File: src/rtl/regdd_lane_nv.sv
// regdd_lane_nv: one frogger playfield lane. Loads a level pattern and rotates
// it with wrap-around at a selectable speed. The speed comes from a clock-enable
// divider, so there is only one clock.
// Optional collision detect output: define REGDD_LANE_COLLISION_EN.
module regdd_lane_nv #(
  parameter int                                  DATAWIDTH_BUS = 8,
  parameter int                                  NUM_LEVELS    = 4,
  parameter int                                  DATAWIDTH_NVL = 2,
  parameter logic [DATAWIDTH_BUS*NUM_LEVELS-1:0] PATTERNS      = 32'hC7553311,
  parameter int                                  TICK_FAST     = 4,
  parameter int                                  TICK_NORMAL   = 8,
  parameter int                                  TICK_SLOW     = 16
) (
  input  logic                     REGDD_LANE_CLOCK,
  input  logic                     REGDD_LANE_RESET,
  input  logic [DATAWIDTH_NVL-1:0] REGDD_LANE_NVL_IN,
  input  logic                     REGDD_LANE_CN_IN,
  input  logic [1:0]               REGDD_LANE_SPEED_IN,
  input  logic                     REGDD_LANE_DIR_IN,
  input  logic                     REGDD_LANE_PAUSE_IN,
  output logic [DATAWIDTH_BUS-1:0] REGDD_LANE_DATAPARALLEL_OUT,
  output logic                     REGDD_LANE_SHIFT_TICK_OUT,
  output logic                     REGDD_LANE_LOADED_OUT
`ifdef REGDD_LANE_COLLISION_EN
  ,
  input  logic [DATAWIDTH_BUS-1:0] REGDD_LANE_FROG_POS_IN,
  output logic                     REGDD_LANE_HIT_OUT
`endif
);

  // Divider only needs to count up to the longest period minus one.
  localparam int TICK_MAX_SN = (TICK_SLOW > TICK_NORMAL) ? TICK_SLOW : TICK_NORMAL;
  localparam int TICK_MAX    = (TICK_MAX_SN > TICK_FAST) ? TICK_MAX_SN : TICK_FAST;
  localparam int DIV_W       = (TICK_MAX > 1) ? $clog2(TICK_MAX) : 1;

  localparam logic [DIV_W-1:0] LIM_FAST   = DIV_W'(TICK_FAST - 1);
  localparam logic [DIV_W-1:0] LIM_NORMAL = DIV_W'(TICK_NORMAL - 1);
  localparam logic [DIV_W-1:0] LIM_SLOW   = DIV_W'(TICK_SLOW - 1);

  typedef enum logic [1:0] {
    S_IDLE = 2'd0,
    S_LOAD = 2'd1,
    S_RUN  = 2'd2
  } state_t;

  state_t                   r_state;
  state_t                   w_state_next;
  logic                     w_latch_level;
  logic [DATAWIDTH_NVL-1:0] r_level;
  logic [DATAWIDTH_NVL-1:0] w_level_idx;
  logic [DIV_W-1:0]         r_div;
  logic [DIV_W-1:0]         w_div_next;
  logic [DIV_W-1:0]         w_limit;
  logic [DATAWIDTH_BUS-1:0] r_lane;
  logic [DATAWIDTH_BUS-1:0] w_lane_next;
  logic [DATAWIDTH_BUS-1:0] w_rot_left;
  logic [DATAWIDTH_BUS-1:0] w_rot_right;
  logic [DATAWIDTH_BUS-1:0] w_patterns [NUM_LEVELS];
  logic                     w_run_en;
  logic                     w_tick_next;
  logic                     r_tick;
  logic                     r_loaded;

  genvar gi;

  // Unpack the level pattern table.
  generate
    for (gi = 0; gi < NUM_LEVELS; gi++) begin : g_pat
      assign w_patterns[gi] = PATTERNS[gi*DATAWIDTH_BUS +: DATAWIDTH_BUS];
    end
  endgenerate

  // One-cell rotations in both directions; the modulo handles the wrap cell.
  generate
    for (gi = 0; gi < DATAWIDTH_BUS; gi++) begin : g_rot
      assign w_rot_left[gi]  = r_lane[(gi + DATAWIDTH_BUS - 1) % DATAWIDTH_BUS];
      assign w_rot_right[gi] = r_lane[(gi + 1) % DATAWIDTH_BUS];
    end
  endgenerate

  // Out-of-range levels fall back to the last stored pattern.
  assign w_level_idx = (32'(r_level) >= NUM_LEVELS) ? DATAWIDTH_NVL'(NUM_LEVELS - 1) : r_level;

  // FSM state register.
  always_ff @(posedge REGDD_LANE_CLOCK or negedge REGDD_LANE_RESET) begin
    if (!REGDD_LANE_RESET) r_state <= S_IDLE;
    else                   r_state <= w_state_next;
  end

  // FSM next state; the level is latched on entry to LOAD.
  always_comb begin
    w_state_next  = r_state;
    w_latch_level = 1'b0;
    case (r_state)
      S_IDLE: begin
        w_state_next  = S_LOAD;
        w_latch_level = 1'b1;
      end
      S_LOAD: w_state_next = S_RUN;
      S_RUN: begin
        if (REGDD_LANE_CN_IN) begin
          w_state_next  = S_LOAD;
          w_latch_level = 1'b1;
        end
      end
      default: w_state_next = S_IDLE;
    endcase
  end

  // Terminal divider count for the selected speed (speed 0 never counts).
  always_comb begin
    w_limit = LIM_FAST;
    case (REGDD_LANE_SPEED_IN)
      2'd1:    w_limit = LIM_SLOW;
      2'd2:    w_limit = LIM_NORMAL;
      default: w_limit = LIM_FAST;
    endcase
  end

  // Divider and lane next values; a level change wins over a due tick, and
  // the >= compare lets a speed increase fire at once.
  always_comb begin
    w_run_en    = (r_state == S_RUN) && !REGDD_LANE_CN_IN &&
                  (REGDD_LANE_SPEED_IN != 2'd0) && !REGDD_LANE_PAUSE_IN;
    w_tick_next = w_run_en && (r_div >= w_limit);
    w_div_next  = r_div;
    w_lane_next = r_lane;
    if (r_state == S_LOAD) begin
      w_div_next  = '0;
      w_lane_next = w_patterns[w_level_idx];
    end else if (w_tick_next) begin
      w_div_next  = '0;
      w_lane_next = REGDD_LANE_DIR_IN ? w_rot_right : w_rot_left;
    end else if (w_run_en) begin
      w_div_next  = r_div + 1'b1;
    end
  end

  // Registered datapath and strobes.
  always_ff @(posedge REGDD_LANE_CLOCK or negedge REGDD_LANE_RESET) begin
    if (!REGDD_LANE_RESET) begin
      r_div    <= '0;
      r_lane   <= '0;
      r_tick   <= 1'b0;
      r_loaded <= 1'b0;
      r_level  <= '0;
    end else begin
      r_div    <= w_div_next;
      r_lane   <= w_lane_next;
      r_tick   <= w_tick_next;
      r_loaded <= (r_state == S_LOAD);
      if (w_latch_level) r_level <= REGDD_LANE_NVL_IN;
    end
  end

  assign REGDD_LANE_DATAPARALLEL_OUT = r_lane;
  assign REGDD_LANE_SHIFT_TICK_OUT   = r_tick;
  assign REGDD_LANE_LOADED_OUT       = r_loaded;

`ifdef REGDD_LANE_COLLISION_EN
  logic r_hit;

  // Hit is computed from the next lane value so it lines up with the display.
  always_ff @(posedge REGDD_LANE_CLOCK or negedge REGDD_LANE_RESET) begin
    if (!REGDD_LANE_RESET) r_hit <= 1'b0;
    else                   r_hit <= |(w_lane_next & REGDD_LANE_FROG_POS_IN);
  end

  assign REGDD_LANE_HIT_OUT = r_hit;
`else
  // Collision detect not built in this configuration.
`endif

endmodule

File: config.mk
export PLATFORM = sky130hd
export DESIGN_NAME = regdd_lane_nv
export DESIGN_NICKNAME = d
export VERILOG_FILES = /design/src/rtl/regdd_lane_nv.sv
export SDC_FILE = /design/constraint.sdc
export NUM_CORES = 1
export LEC_CHECK = 0
export ABC_AREA = 1
export BUFFER_PORTS_ARGS = -buffer_cell sky130_fd_sc_hd__buf_2
export CAP_MARGIN = 20
export CORE_ASPECT_RATIO = 1.25
export CORE_MARGIN = 2
export CORE_UTILIZATION = 57
export DETAILED_ROUTE_END_ITERATION = 10
export GPL_ROUTABILITY_DRIVEN = 0
export PLACE_DENSITY = 0.82
export SETUP_SLACK_MARGIN = 0.4
export SKIP_CTS_REPAIR_TIMING = 1
export SYNTH_ARGS = -nofsm -noshare
export SYNTH_HDL_FRONTEND = slang
export SYNTH_SLANG_ARGS = --single-unit
File: constraint.sdc
create_clock -name REGDD_LANE_CLOCK -period 3.2 [get_ports REGDD_LANE_CLOCK]
set_clock_uncertainty 0.2 [all_clocks]
set_input_delay 0.8 -clock REGDD_LANE_CLOCK [delete_from_list [all_inputs] [get_ports REGDD_LANE_CLOCK]]
set_output_delay 0.8 -clock REGDD_LANE_CLOCK [all_outputs]
set_load 0.03 [all_outputs]
==> results.md, run 1 <==
- Status: complete, no violations
- #FFs+latches synth: 18
- Vias in the first global route: 839
- DR WL/cell: ~13 µm
- CTS root buffer: clkbuf_4
- Clock transition at the register clock pins on the worst setup and hold paths after CTS: 100 ps
- Number of vias after detailed routing: 902
- Antenna violations before repair: 0
- Max cap viols: 0
- Least-Margin Pin Slew: 548 ps
- Fraction of power consumed by sequential logic: 39.1%
- CTS tree: yes
- Most common flop cell mapped by yosys: dfrtp_1
- Area growth from synthesis to layout: 13.1%
- Number of violations reported at the end of detailed-routing iteration 0: 22
- Final period demand of the worst path: 2150 ps
- Max H-tree Level: 1
- Combinational cell fraction of total power: 46.1%
- Post-route worst setup slack: ~1000 ps
- Leading cell types by total area after synthesis: dfrtp_1 (44%), nand2_1 (15%), nand3_1 (7.3%)
- Top-Level Pins: 19
- Average cell area after synthesis: slightly below 8 µm²
- Highest clock rate: ~460 MHz
- Seq. cell area: about 450 µm²
- Category of the critical setup timing path: in2reg
- Largest net degree at the start of global routing: 19
- Most used standard cells in the synthesized netlist: nand2_1 (40), dfrtp_1 (18), inv_1 (15), nand3_1 (15), o21ai_0 (10)
- Internal cell power: around 0.0005 W
- Tightest slew margin relative to the limit: ~63%
- Final hold violations: 0
- Kind of start point of the critical path: primary input
- Total overflow reported by the global router: 0
- Library cells used by synthesis: 21
- Net count reported at finish: 164
- Setup total negative slack: 0 ps
- DR vias/cell: between 5 and 6
- Count of filler cells inserted in the layout: 143
- Hold Crit Class: in2async
- HPWL after detailed placement: 1.63 mm
- Full die area: between 2000 and 2500 µm²
- Remaining antenna violation count after routing: 0
- Share of the cycle needed by the critical path after routing: 67.2%
- Yosys top cell area share: 44.0%
- DIE HEIGHT: 51.4 µm
- Clock latency reported for the late side of the worst-skew pair: 280 ps
- Synth async-reset ratio: 100%
- Chip width: 41.9 µm
- DRC violation count after routing: 0
- Clock power share: 14.7%
- Crit path arrival time: 2130 ps
- Switch Pwr: 0.000436 W
- Switching share of power: 46.6%
- Total area of multi-input combinational cells: 493 µm²
- Inserted Clock Buffers: 3
- Share of final-layout standard cells stronger than drive strength 1: roughly 19%
- Register area share after synthesis: 44.0%
- Max-slew violation total from the final report: 0
- Total length of routed wires: about 2.1 mm
- Synthesized net count: approximately 140
- Rows: 17
- EDFF count, synth: 0
- Count of inserted antenna diode cells: 0
- Power density relative to cell area: 808 nW/µm²
- Max IR drop VDD: 0.000544 V
- Cell area after synthesis: 1020 µm²
- Final setup violating endpoints: 0
- Maximum root-to-sink buffer count: 2
- Unrepaired setup endpoints after global routing: no
- Area of the core: about 1700 µm²
- Dpl ws: 735 ps
- Leakage power summed over all cells: 0.695 nW
- Number of warnings issued by yosys: 0
- Most area-hungry cell type in the Yosys netlist: dfrtp_1
- Most common cell in the netlist: nand2_1
- Global-route wire length before repair: 3.48 mm
- Required arrival time at the worst endpoint: 3180 ps
- Starting utilization of the core area: about three fifths
- Biggest fanout along the worst timing path: 10
- Overall fraction of global-route tracks in use: 21.9%
- Gate Count Post-Synth: approximately 130
- # port buffers: 18
- Drt first pass iters: 5
- Sink count of the clock tree: 18
- Setup crit end kind: flip-flop
==> state kept, by name, indices dropped and copies added, names as in the netlist <==
register	flops
REGDD_LANE_DATAPARALLEL_OUT	8
REGDD_LANE_LOADED_OUT	1
REGDD_LANE_SHIFT_TICK_OUT	1
r_div	4
r_level	2
r_state	2
==> placed cells by master, fill, tap and decap left out <==
cell      instances
inv_2             1
clkbuf_4          3
xnor2_1           1
inv_1            15
clkinv_1          1
nand2_4           2
o21ai_0          10
nor2_8            1
nand2_1          40
o21a_1            1
ha_1              5
nor2_1            6
clkbuf_8          1
dfrtp_1          18
or2_4             1
o21ai_1           3
buf_2            18
nand3_1          15
nand4_1           4
nor2_2            1
xor2_1            1
nand3_2           1
==> power by group through the flow <==
stage	registers [W]	logic [W]	clock network, W
after global placement	0.000366	0.000415	0
after detailed placement	0.000371	0.000431	0
after floorplan	0.000437	0.000250	0
final	0.000366	0.000431	0.000138
after CTS	0.000366	0.000431	0.000142
after global routing	0.000379	0.000477	0.000150
==> critical path: stages <==
cell     delay (ps)
buf_2            90
inv_1            40
ha_1            270
inv_1            40
ha_1            260
nand3_1          90
nand3_1         130
nand2_4         160
nand2_4          90
nand2_1         100
nand2_1          60
==> worst paths after layout <==
kind	depth (start not counted)	startpoint	slack (ps)	to
max	11	REGDD_LANE_SPEED_IN[0]	1050	REGDD_LANE_DATAPARALLEL_OUT[6]
min	1	REGDD_LANE_RESET	220	REGDD_LANE_DATAPARALLEL_OUT[2]
max reg2reg	7	r_div[3]	1500	REGDD_LANE_DATAPARALLEL_OUT[6]
min in group REGDD_LANE_CLOCK	2	r_level[0]	350	r_level[0]
min reg2reg	2	r_level[0]	350	r_level[0]
max in group asynchronous	1	REGDD_LANE_RESET	2300	REGDD_LANE_DATAPARALLEL_OUT[1]
==> kinds of logic (layout without fill, tap and decap cells) <==
| family | count (synthesis) | count (layout) | synth area share, % |
|---|---|---|---|
| DFF | 18 | 18 | 44.0 |
| buffers and inverters | 19 | 39 | 7.82 |
| and+or+nand+nor | 71 | 71 | 33.3 |
| AOI/OAI and AO/OA | 14 | 14 | 7.09 |
| xor gates and xnor gates | 2 | 2 | 1.71 |
| adders and majority gates | 5 | 5 | 6.11 |
==> layer usage <==
layer	up-vias	part of all wire [%]	GRT usage, %
met3	8	5.8	2.83
met4	0	2.6	12.4
met5	-	0	0
met2	41	51	39.3
li1	458	-	-
met1	395	40	24.7
==> metrics by stage <==
| step | utilization, % | power (W) | hold slack [ps] | std cells | area [µm²] |
|---|---|---|---|---|---|
| after floorplan | - | 0.000687 | 292 | 129 | 1020 |
| after global placement | 65.1 | 0.000781 | 312 | 164 | 1120 |
| after detailed placement | 65.1 | 0.000802 | 328 | 164 | 1120 |
| after CTS | 67.2 | 0.000939 | 227 | 168 | 1160 |
| after global routing | 67.2 | 0.00101 | 251 | 168 | 1160 |
| final | 67.2 | 0.000935 | 223 | 168 | 1160 |
==> layout make-up <==
cell class	instances	area share, %
clock buffers	4	3.14
multi-input cells	92	42.6
inverters	17	5.51
repair buffers	18	7.78
well taps	19	2.05
flip-flops and latches	18	38.9
Power figures use the tool's default switching activity.
==> inputs of run 2 (changes only) <==
--- a/config.mk
+++ b/config.mk
@@ -5,15 +5,15 @@
 export SDC_FILE = /design/constraint.sdc
 export NUM_CORES = 1
 export LEC_CHECK = 0
-export ABC_AREA = 1
+export ABC_AREA = 0
 export BUFFER_PORTS_ARGS = -buffer_cell sky130_fd_sc_hd__buf_2
 export CAP_MARGIN = 20
 export CORE_ASPECT_RATIO = 1.25
 export CORE_MARGIN = 2
-export CORE_UTILIZATION = 57
+export CORE_UTILIZATION = 47
 export DETAILED_ROUTE_END_ITERATION = 10
 export GPL_ROUTABILITY_DRIVEN = 0
-export PLACE_DENSITY = 0.82
+export PLACE_DENSITY = 0.73
 export SETUP_SLACK_MARGIN = 0.4
 export SKIP_CTS_REPAIR_TIMING = 1
 export SYNTH_ARGS = -nofsm -noshare
==> constraint.sdc (replaced) <==
create_clock -name REGDD_LANE_CLOCK -period 1.9 [get_ports REGDD_LANE_CLOCK]
set_clock_uncertainty 0.2 [all_clocks]
set_input_delay 0.475 -clock REGDD_LANE_CLOCK [delete_from_list [all_inputs] [get_ports REGDD_LANE_CLOCK]]
set_output_delay 0.475 -clock REGDD_LANE_CLOCK [all_outputs]
set_load 0.03 [all_outputs]
==> results.md, run 2 <==
- Status: finished, violations left (was complete, no violations)
- Violated checks: negative setup slack
- Library cells used by synthesis: 26 (was 21)
- Max IR drop VDD: 0.000952 V (was 0.000544 V)
- Synthesized net count: 102 (was 143)
- Number of vias after detailed routing: 810 (was 902)
- Power density relative to cell area: 1190 nW/µm² (was 808 nW/µm²)
- Overall fraction of global-route tracks in use: 19.0% (was 21.9%)
- Internal cell power: 0.00110 W (was 0.000499 W)
- Top-Level Pins: 19 (unchanged)
- DRC violation count after routing: 0 (unchanged)
- Final hold violations: 0 (unchanged)
- #FFs+latches synth: 18 (unchanged)
- Category of the critical setup timing path: in2reg (unchanged)
- Total area of multi-input combinational cells: 602 µm² (was 493 µm²)
- Count of filler cells inserted in the layout: 120 (was 143)
- Area growth from synthesis to layout: 60.1% (was 13.1%)
- Clock latency reported for the late side of the worst-skew pair: 310 ps (was 280 ps)
- Sink count of the clock tree: 18 (unchanged)
- Maximum root-to-sink buffer count: 2 (unchanged)
- Final setup violating endpoints: 11 (was 0)
- Crit path arrival time: 2130 ps (about the same)
- Placed standard-cell area: 1230 µm² (was 1120 µm²)
- Gate Count Post-Synth: 88 (was 129)
- Fraction of power consumed by sequential logic: 34.4% (was 39.1%)
- Required arrival time at the worst endpoint: 1900 ps (was 3180 ps)
- Switch Pwr: 0.000707 W (was 0.000436 W)
- Global-route wire length before repair: 3.21 mm (was 3.48 mm)
- Chip width: 44.1 µm (was 41.9 µm)
- Yosys top cell area share: 47.6% (was 44.0%)
- Dpl ws: -621 ps (was 735 ps)
- Highest clock rate: 469 MHz
- Seq. cell area: 450 µm² (unchanged)
- Area of the core: 1940 µm² (was 1720 µm²)
- Total length of routed wires: 2.40 mm (was 2.10 mm)
- Setup crit end kind: flip-flop (unchanged)
- Post-route design area: 1510 µm² (was 1160 µm²)
- Clock power share: 13.4% (was 14.7%)
- Net count reported at finish: 143 (was 164)
- Share of final-layout standard cells stronger than drive strength 1: 59.4% (was 19.5%)
- Max H-tree Level: 1 (unchanged)
- Leakage power summed over all cells: 0.665 nW (was 0.695 nW)
- Average cell area after synthesis: 10.7 µm² (was 7.93 µm²)
- Most area-hungry cell type in the Yosys netlist: dfrtp_1 (unchanged)
- Hold Crit Class: in2reg (was in2async)
- Post-route worst setup slack: -233 ps (was 1050 ps)
- DR vias/cell: 5.47 (was 5.37)
- Max reg flops: 8 (unchanged)
- Most common cell in the netlist: dfrtp_1 (was nand2_1)
- HPWL after detailed placement: 1.47 mm (was 1.63 mm)
- CTS root buffer: clkbuf_4 (unchanged)
- # port buffers: 18 (unchanged)
- Max-slew violation total from the final report: 0 (unchanged)
- Drt first pass iters: 5 (unchanged)
- Commonest non-fill, non-tap cell in the layout: dfrtp_1 (was nand2_1)
- Most used standard cells in the synthesized netlist: dfrtp_1 (18), mux2_2 (8), nand2_1 (8) (was nand2_1 (40), dfrtp_1 (18), inv_1 (15), nand3_1 (15), o21ai_0 (10))
- Cell area after synthesis: 946 µm² (was 1020 µm²)
- Leading cell types by total area after synthesis: dfrtp_1 (48%), mux2_2 (9.5%), mux2i_1 (7.4%) (was dfrtp_1 (44%), nand2_1 (15%), nand3_1 (7.3%))
- Unrepaired setup endpoints after global routing: yes (was no)
- Clock transition at the register clock pins on the worst setup and hold paths after CTS: 100 ps (about the same)
- EDFF count, synth: 0 (unchanged)
- Most common flop cell mapped by yosys: dfrtp_1 (unchanged)
- Switching share of power: 39.2% (was 46.6%)
- Register area share after synthesis: 47.6% (was 44.0%)
- Starting utilization of the core area: 48.8% (was 59.4%)
- Antenna violations before repair: 0 (unchanged)
- DIE HEIGHT: 54.2 µm (was 51.4 µm)
- Synth async-reset ratio: 100% (unchanged)
- Combinational cell fraction of total power: 52.1% (was 46.1%)
- Total overflow reported by the global router: 0 (unchanged)
- Final period demand of the worst path: 2130 ps
- DR WL/cell: 16.2 µm (was 12.5 µm)
- Final design utilization: 78.2% (was 67.2%)
- Inserted Clock Buffers: 3 (unchanged)
- Share of the cycle needed by the critical path after routing: 112%
- Rows: 18 (was 17)
- Max cap viols: 0 (unchanged)
- Number of warnings issued by yosys: 0 (unchanged)
- Count of inserted antenna diode cells: 0 (unchanged)
- Full die area: 2390 µm² (was 2150 µm²)
- Least-Margin Pin Slew: 401 ps (was 548 ps)
- Vias in the first global route: 752 (was 839)
- Largest net degree at the start of global routing: 19 (unchanged)
- Kind of start point of the critical path: primary input (unchanged)
- Most used cells in the layout excluding fill and tap cells: dfrtp_1 (18), buf_4 (17), buf_6 (14), mux2_2 (8) (was nand2_1 (40), dfrtp_1 (18), buf_2 (18), inv_1 (15), nand3_1 (15))
- Biggest fanout along the worst timing path: 5 (was 10)
- CTS tree: yes (unchanged)
- Number of violations reported at the end of detailed-routing iteration 0: 31 (was 22)
- Tightest slew margin relative to the limit: 73.2% (was 63.4%)
- Remaining antenna violation count after routing: 0 (unchanged)
[run 2: cell types whose count changed after synthesis, sizes merged, moves of 4 or more]
cell and change:
mux2 +8, a21oi +5, nand2 -34, mux2i +7
nand4 -4, o21ai -8, nor2 -6, inv -10
nand3 -12
[run 2: kinds of logic (layout without fill, tap and decap cells)]
group,Yosys count,in the layout,share of synthesized area (%)
simple gates,24,24,13.5
flops,18,18,47.6
compound gates,16,16,11.1
mux,15,15,16.9
buf+inv,10,50,4.23
fa+ha+maj,5,5,6.61
[run 2: routing by layer]
layer / up-vias / global-route usage (%) / share of wire, % / routed length [µm]
met5: - / 0 / 0 / 0
met4: 0 / 9.09 / 1.5 / 37
met2: 21 / 30.4 / 52 / 1250
met1: 386 / 24.2 / 42 / 1020
li1: 398 / - / - / -
met3: 5 / 4.03 / 3.7 / 88
[run 2: metrics by stage]
stage / power, W / TNS [ps] / instances / hold WS (ps)
2_1_floorplan: 0.00107 / -3140 / 88 / -20.6
3_3_place_gp: 0.00130 / -6040 / 135 / 217
3_5_place_dp: 0.00131 / -6350 / 135 / 223
4_1_cts: 0.00155 / -2470 / 139 / -105
5_1_grt: 0.00191 / -2450 / 148 / 198
6_report: 0.00181 / -1600 / 148 / 205
[run 2: final timing paths]
check | from | to | slack (ps) | depth (start not counted)
min reg2reg | r_state[1] | r_state[0] | 290 | 1
max reg2reg | r_div[3] | REGDD_LANE_DATAPARALLEL_OUT[6] | -170 | 6
min in group asynchronous | REGDD_LANE_RESET | r_div[0] | 410 | 2
max in group asynchronous | REGDD_LANE_RESET | r_div[2] | 800 | 2
max | REGDD_LANE_SPEED_IN[1] | REGDD_LANE_DATAPARALLEL_OUT[6] | -230 | 10
min | REGDD_LANE_NVL_IN[1] | r_level[1] | 200 | 2
[run 2: critical path, cell delays in order]
cell	delay [ps]
buf_8	80
inv_8	30
ha_4	260
inv_4	30
ha_4	260
nand3_4	70
a2111oi_4	420
buf_4	230
mux2i_1	180
o21ai_1	80
[run 2: area by class of cell]
class                           instances  share of cell area, %
Multi-Input combinational cell         60                   39.8
Timing Repair Buffer                   40                   23.8
Tap cell                               20                   1.65
Clock buffer                            4                   2.40
Inverter                                6                   2.64
Sequential cell                        18                   29.8
[run 2: power by group through the flow]
stage                     Sequential, W  Combinational, W  Clock (W)
after floorplan                0.000743          0.000328          0
after global placement         0.000614          0.000682          0
after detailed placement       0.000617          0.000692          0
after CTS                      0.000609          0.000696   0.000243
after global routing           0.000641           0.00101   0.000261
final                          0.000622          0.000942   0.000243
==> inputs of run 3 (changes only) <==
--- a/config.mk
+++ b/config.mk
@@ -14,6 +14,7 @@
 export DETAILED_ROUTE_END_ITERATION = 10
 export GPL_ROUTABILITY_DRIVEN = 0
 export PLACE_DENSITY = 0.73
+export REMOVE_ABC_BUFFERS = 1
 export SETUP_SLACK_MARGIN = 0.4
 export SKIP_CTS_REPAIR_TIMING = 1
 export SYNTH_ARGS = -nofsm -noshare
==> results.md, run 3 (synthesis results as in run 2) <==
- Highest clock rate: 467 MHz (was 469 MHz)
- Crit path arrival time: 2130 ps (about the same)
- HPWL after detailed placement: 1.52 mm (was 1.47 mm)
- Status: finished, violations left (unchanged)
- Remaining antenna violation count after routing: 0 (unchanged)
- Combinational cell fraction of total power: 50.0% (was 52.1%)
- Violated checks: negative setup slack (unchanged)
- Area of the core: 1940 µm² (unchanged)
- Inserted Clock Buffers: 3 (unchanged)
- Rows: 18 (unchanged)
- Overall fraction of global-route tracks in use: 18.6% (was 19.0%)
- Commonest non-fill, non-tap cell in the layout: dfrtp_1 (unchanged)
- Fraction of power consumed by sequential logic: 36.2% (was 34.4%)
- Seq. cell area: 450 µm² (unchanged)
- Post-layout total power: 0.00174 W (was 0.00181 W)
- DIE HEIGHT: 54.2 µm (unchanged)
- Least-Margin Pin Slew: 397 ps (was 401 ps)
- Final setup violating endpoints: 11 (unchanged)
- Placed standard-cell area: 1130 µm² (was 1230 µm²)
- Max-slew violation total from the final report: 0 (unchanged)
- Hold Crit Class: in2reg (unchanged)
- Inst Count DP: 133 (was 135)
- Total overflow reported by the global router: 0 (unchanged)
- CTS root buffer: clkbuf_4 (unchanged)
- Clock power share: 13.8% (was 13.4%)
- Max reg flops: 8 (unchanged)
- Final period demand of the worst path: 2140 ps (was 2130 ps)
- Full die area: 2390 µm² (unchanged)
- Max H-tree Level: 1 (unchanged)
- Biggest fanout along the worst timing path: 5 (unchanged)
- Sink count of the clock tree: 18 (unchanged)
- Count of filler cells inserted in the layout: 130 (was 120)
- CTS tree: yes (unchanged)
- Maximum root-to-sink buffer count: 2 (unchanged)
- DR WL/cell: 15.2 µm (was 16.2 µm)
- Required arrival time at the worst endpoint: 1890 ps (was 1900 ps)
- Clock latency reported for the late side of the worst-skew pair: 300 ps (was 310 ps)
- Leakage power summed over all cells: 0.632 nW (was 0.665 nW)
- Final hold slack: 200 ps (was 205 ps)
- Total area of multi-input combinational cells: 547 µm² (was 602 µm²)
- Post-route design area: 1400 µm² (was 1510 µm²)
- Max IR drop VDD: 0.000827 V (was 0.000952 V)
- DRC violation count after routing: 0 (unchanged)
- Switch Pwr: 0.000686 W (was 0.000707 W)
- Category of the critical setup timing path: in2reg (unchanged)
- Number of vias after detailed routing: 817 (was 810)
- DR vias/cell: 5.63 (was 5.47)
- Starting utilization of the core area: 48.8% (unchanged)
- Internal cell power: 0.00106 W (was 0.00110 W)
- Top-Level Pins: 19 (unchanged)
- Post-route worst setup slack: -243 ps (was -233 ps)
- Cell Count, Final, Fillers Out: 145 (was 148)
- Unrepaired setup endpoints after global routing: yes (unchanged)
- Global-route wire length before repair: 3.26 mm (was 3.21 mm)
- Setup crit end kind: flip-flop (unchanged)
- Power density relative to cell area: 1240 nW/µm² (was 1190 nW/µm²)
- Clock transition at the register clock pins on the worst setup and hold paths after CTS: 110 ps (was 100 ps)
- Share of the cycle needed by the critical path after routing: 113% (was 112%)
- Number of violations reported at the end of detailed-routing iteration 0: 14 (was 31)
- Vias in the first global route: 773 (was 752)
- Chip width: 44.1 µm (unchanged)
- Area growth from synthesis to layout: 48.1% (was 60.1%)
- Net count reported at finish: 140 (was 143)
- Drt first pass iters: 4 (was 5)
- Total length of routed wires: 2.20 mm (was 2.40 mm)
- Share of final-layout standard cells stronger than drive strength 1: 51.2% (was 59.4%)
- # port buffers: 18 (unchanged)
- Max cap viols: 0 (unchanged)
- Antenna violations before repair: 0 (unchanged)
- Most used cells in the layout excluding fill and tap cells: dfrtp_1 (18), buf_4 (15), buf_6 (12) (was dfrtp_1 (18), buf_4 (17), buf_6 (14), mux2_2 (8))
- Tightest slew margin relative to the limit: 73.5% (was 73.2%)
- Largest net degree at the start of global routing: 19 (unchanged)
- Final hold violations: 0 (unchanged)
- Count of inserted antenna diode cells: 0 (unchanged)
- Kind of start point of the critical path: primary input (unchanged)
- Switching share of power: 39.4% (was 39.2%)
-- run 3: worst max-delay path, stage by stage --
cell and delay [ps]:
buf_6 70, inv_4 30, ha_4 260, inv_4 40, ha_4 260, nand3_4 70, a2111oi_4 390, buf_6 190
nor2_2 50, a221o_1 310
-- run 3: layout make-up --
class                   count  share of cell area (%)
clock buffers               4                    2.59
multi-input cells          60                    39.0
flip-flops and latches     18                    32.1
inverters                   6                    2.14
well taps                  20                    1.79
repair buffers             37                    22.3
-- run 3: worst paths after layout --
| kind | from | slack, ps | end | cells past startpoint |
|---|---|---|---|---|
| hold reg to reg | r_state[1] | 310 | r_state[0] | 1 |
| max in group asynchronous | REGDD_LANE_RESET | 800 | REGDD_LANE_DATAPARALLEL_OUT[6] | 2 |
| setup / recovery | REGDD_LANE_SPEED_IN[1] | -240 | REGDD_LANE_DATAPARALLEL_OUT[4] | 10 |
| min in group asynchronous | REGDD_LANE_RESET | 420 | r_div[3] | 2 |
| setup reg to reg | r_state[0] | -180 | r_div[3] | 4 |
| hold / removal | REGDD_LANE_NVL_IN[1] | 200 | r_level[1] | 2 |
-- run 3: layer usage --
layer | up-vias | routed length (µm) | global-route usage (%)
li1 | 393 | - | -
met1 | 401 | 974 | 22.2
met2 | 19 | 1110 | 30.9
met3 | 4 | 83 | 5.03
met4 | 0 | 29 | 9.09
met5 | - | 0 | 0
-- run 3: power by group through the flow --
stage | registers, W | clock network, W | logic (W)
after floorplan | 0.000740 | 0 | 0.000287
after global placement | 0.000614 | 0 | 0.000632
after detailed placement | 0.000623 | 0 | 0.000647
after CTS | 0.000616 | 0.000243 | 0.000649
after global routing | 0.000643 | 0.000257 | 0.000944
final | 0.000630 | 0.000241 | 0.000872
-- run 3: through the flow --
step / TNS (ps) / util, % / worst slack (ps)
finish: -1830 / 72.4 / -243
global route: -2910 / 72.4 / -323
CTS: -2240 / 60.0 / -307
detailed placement: -6030 / 58.1 / -626
global placement: -5540 / 58.1 / -592
floorplan: -7730 / - / -943
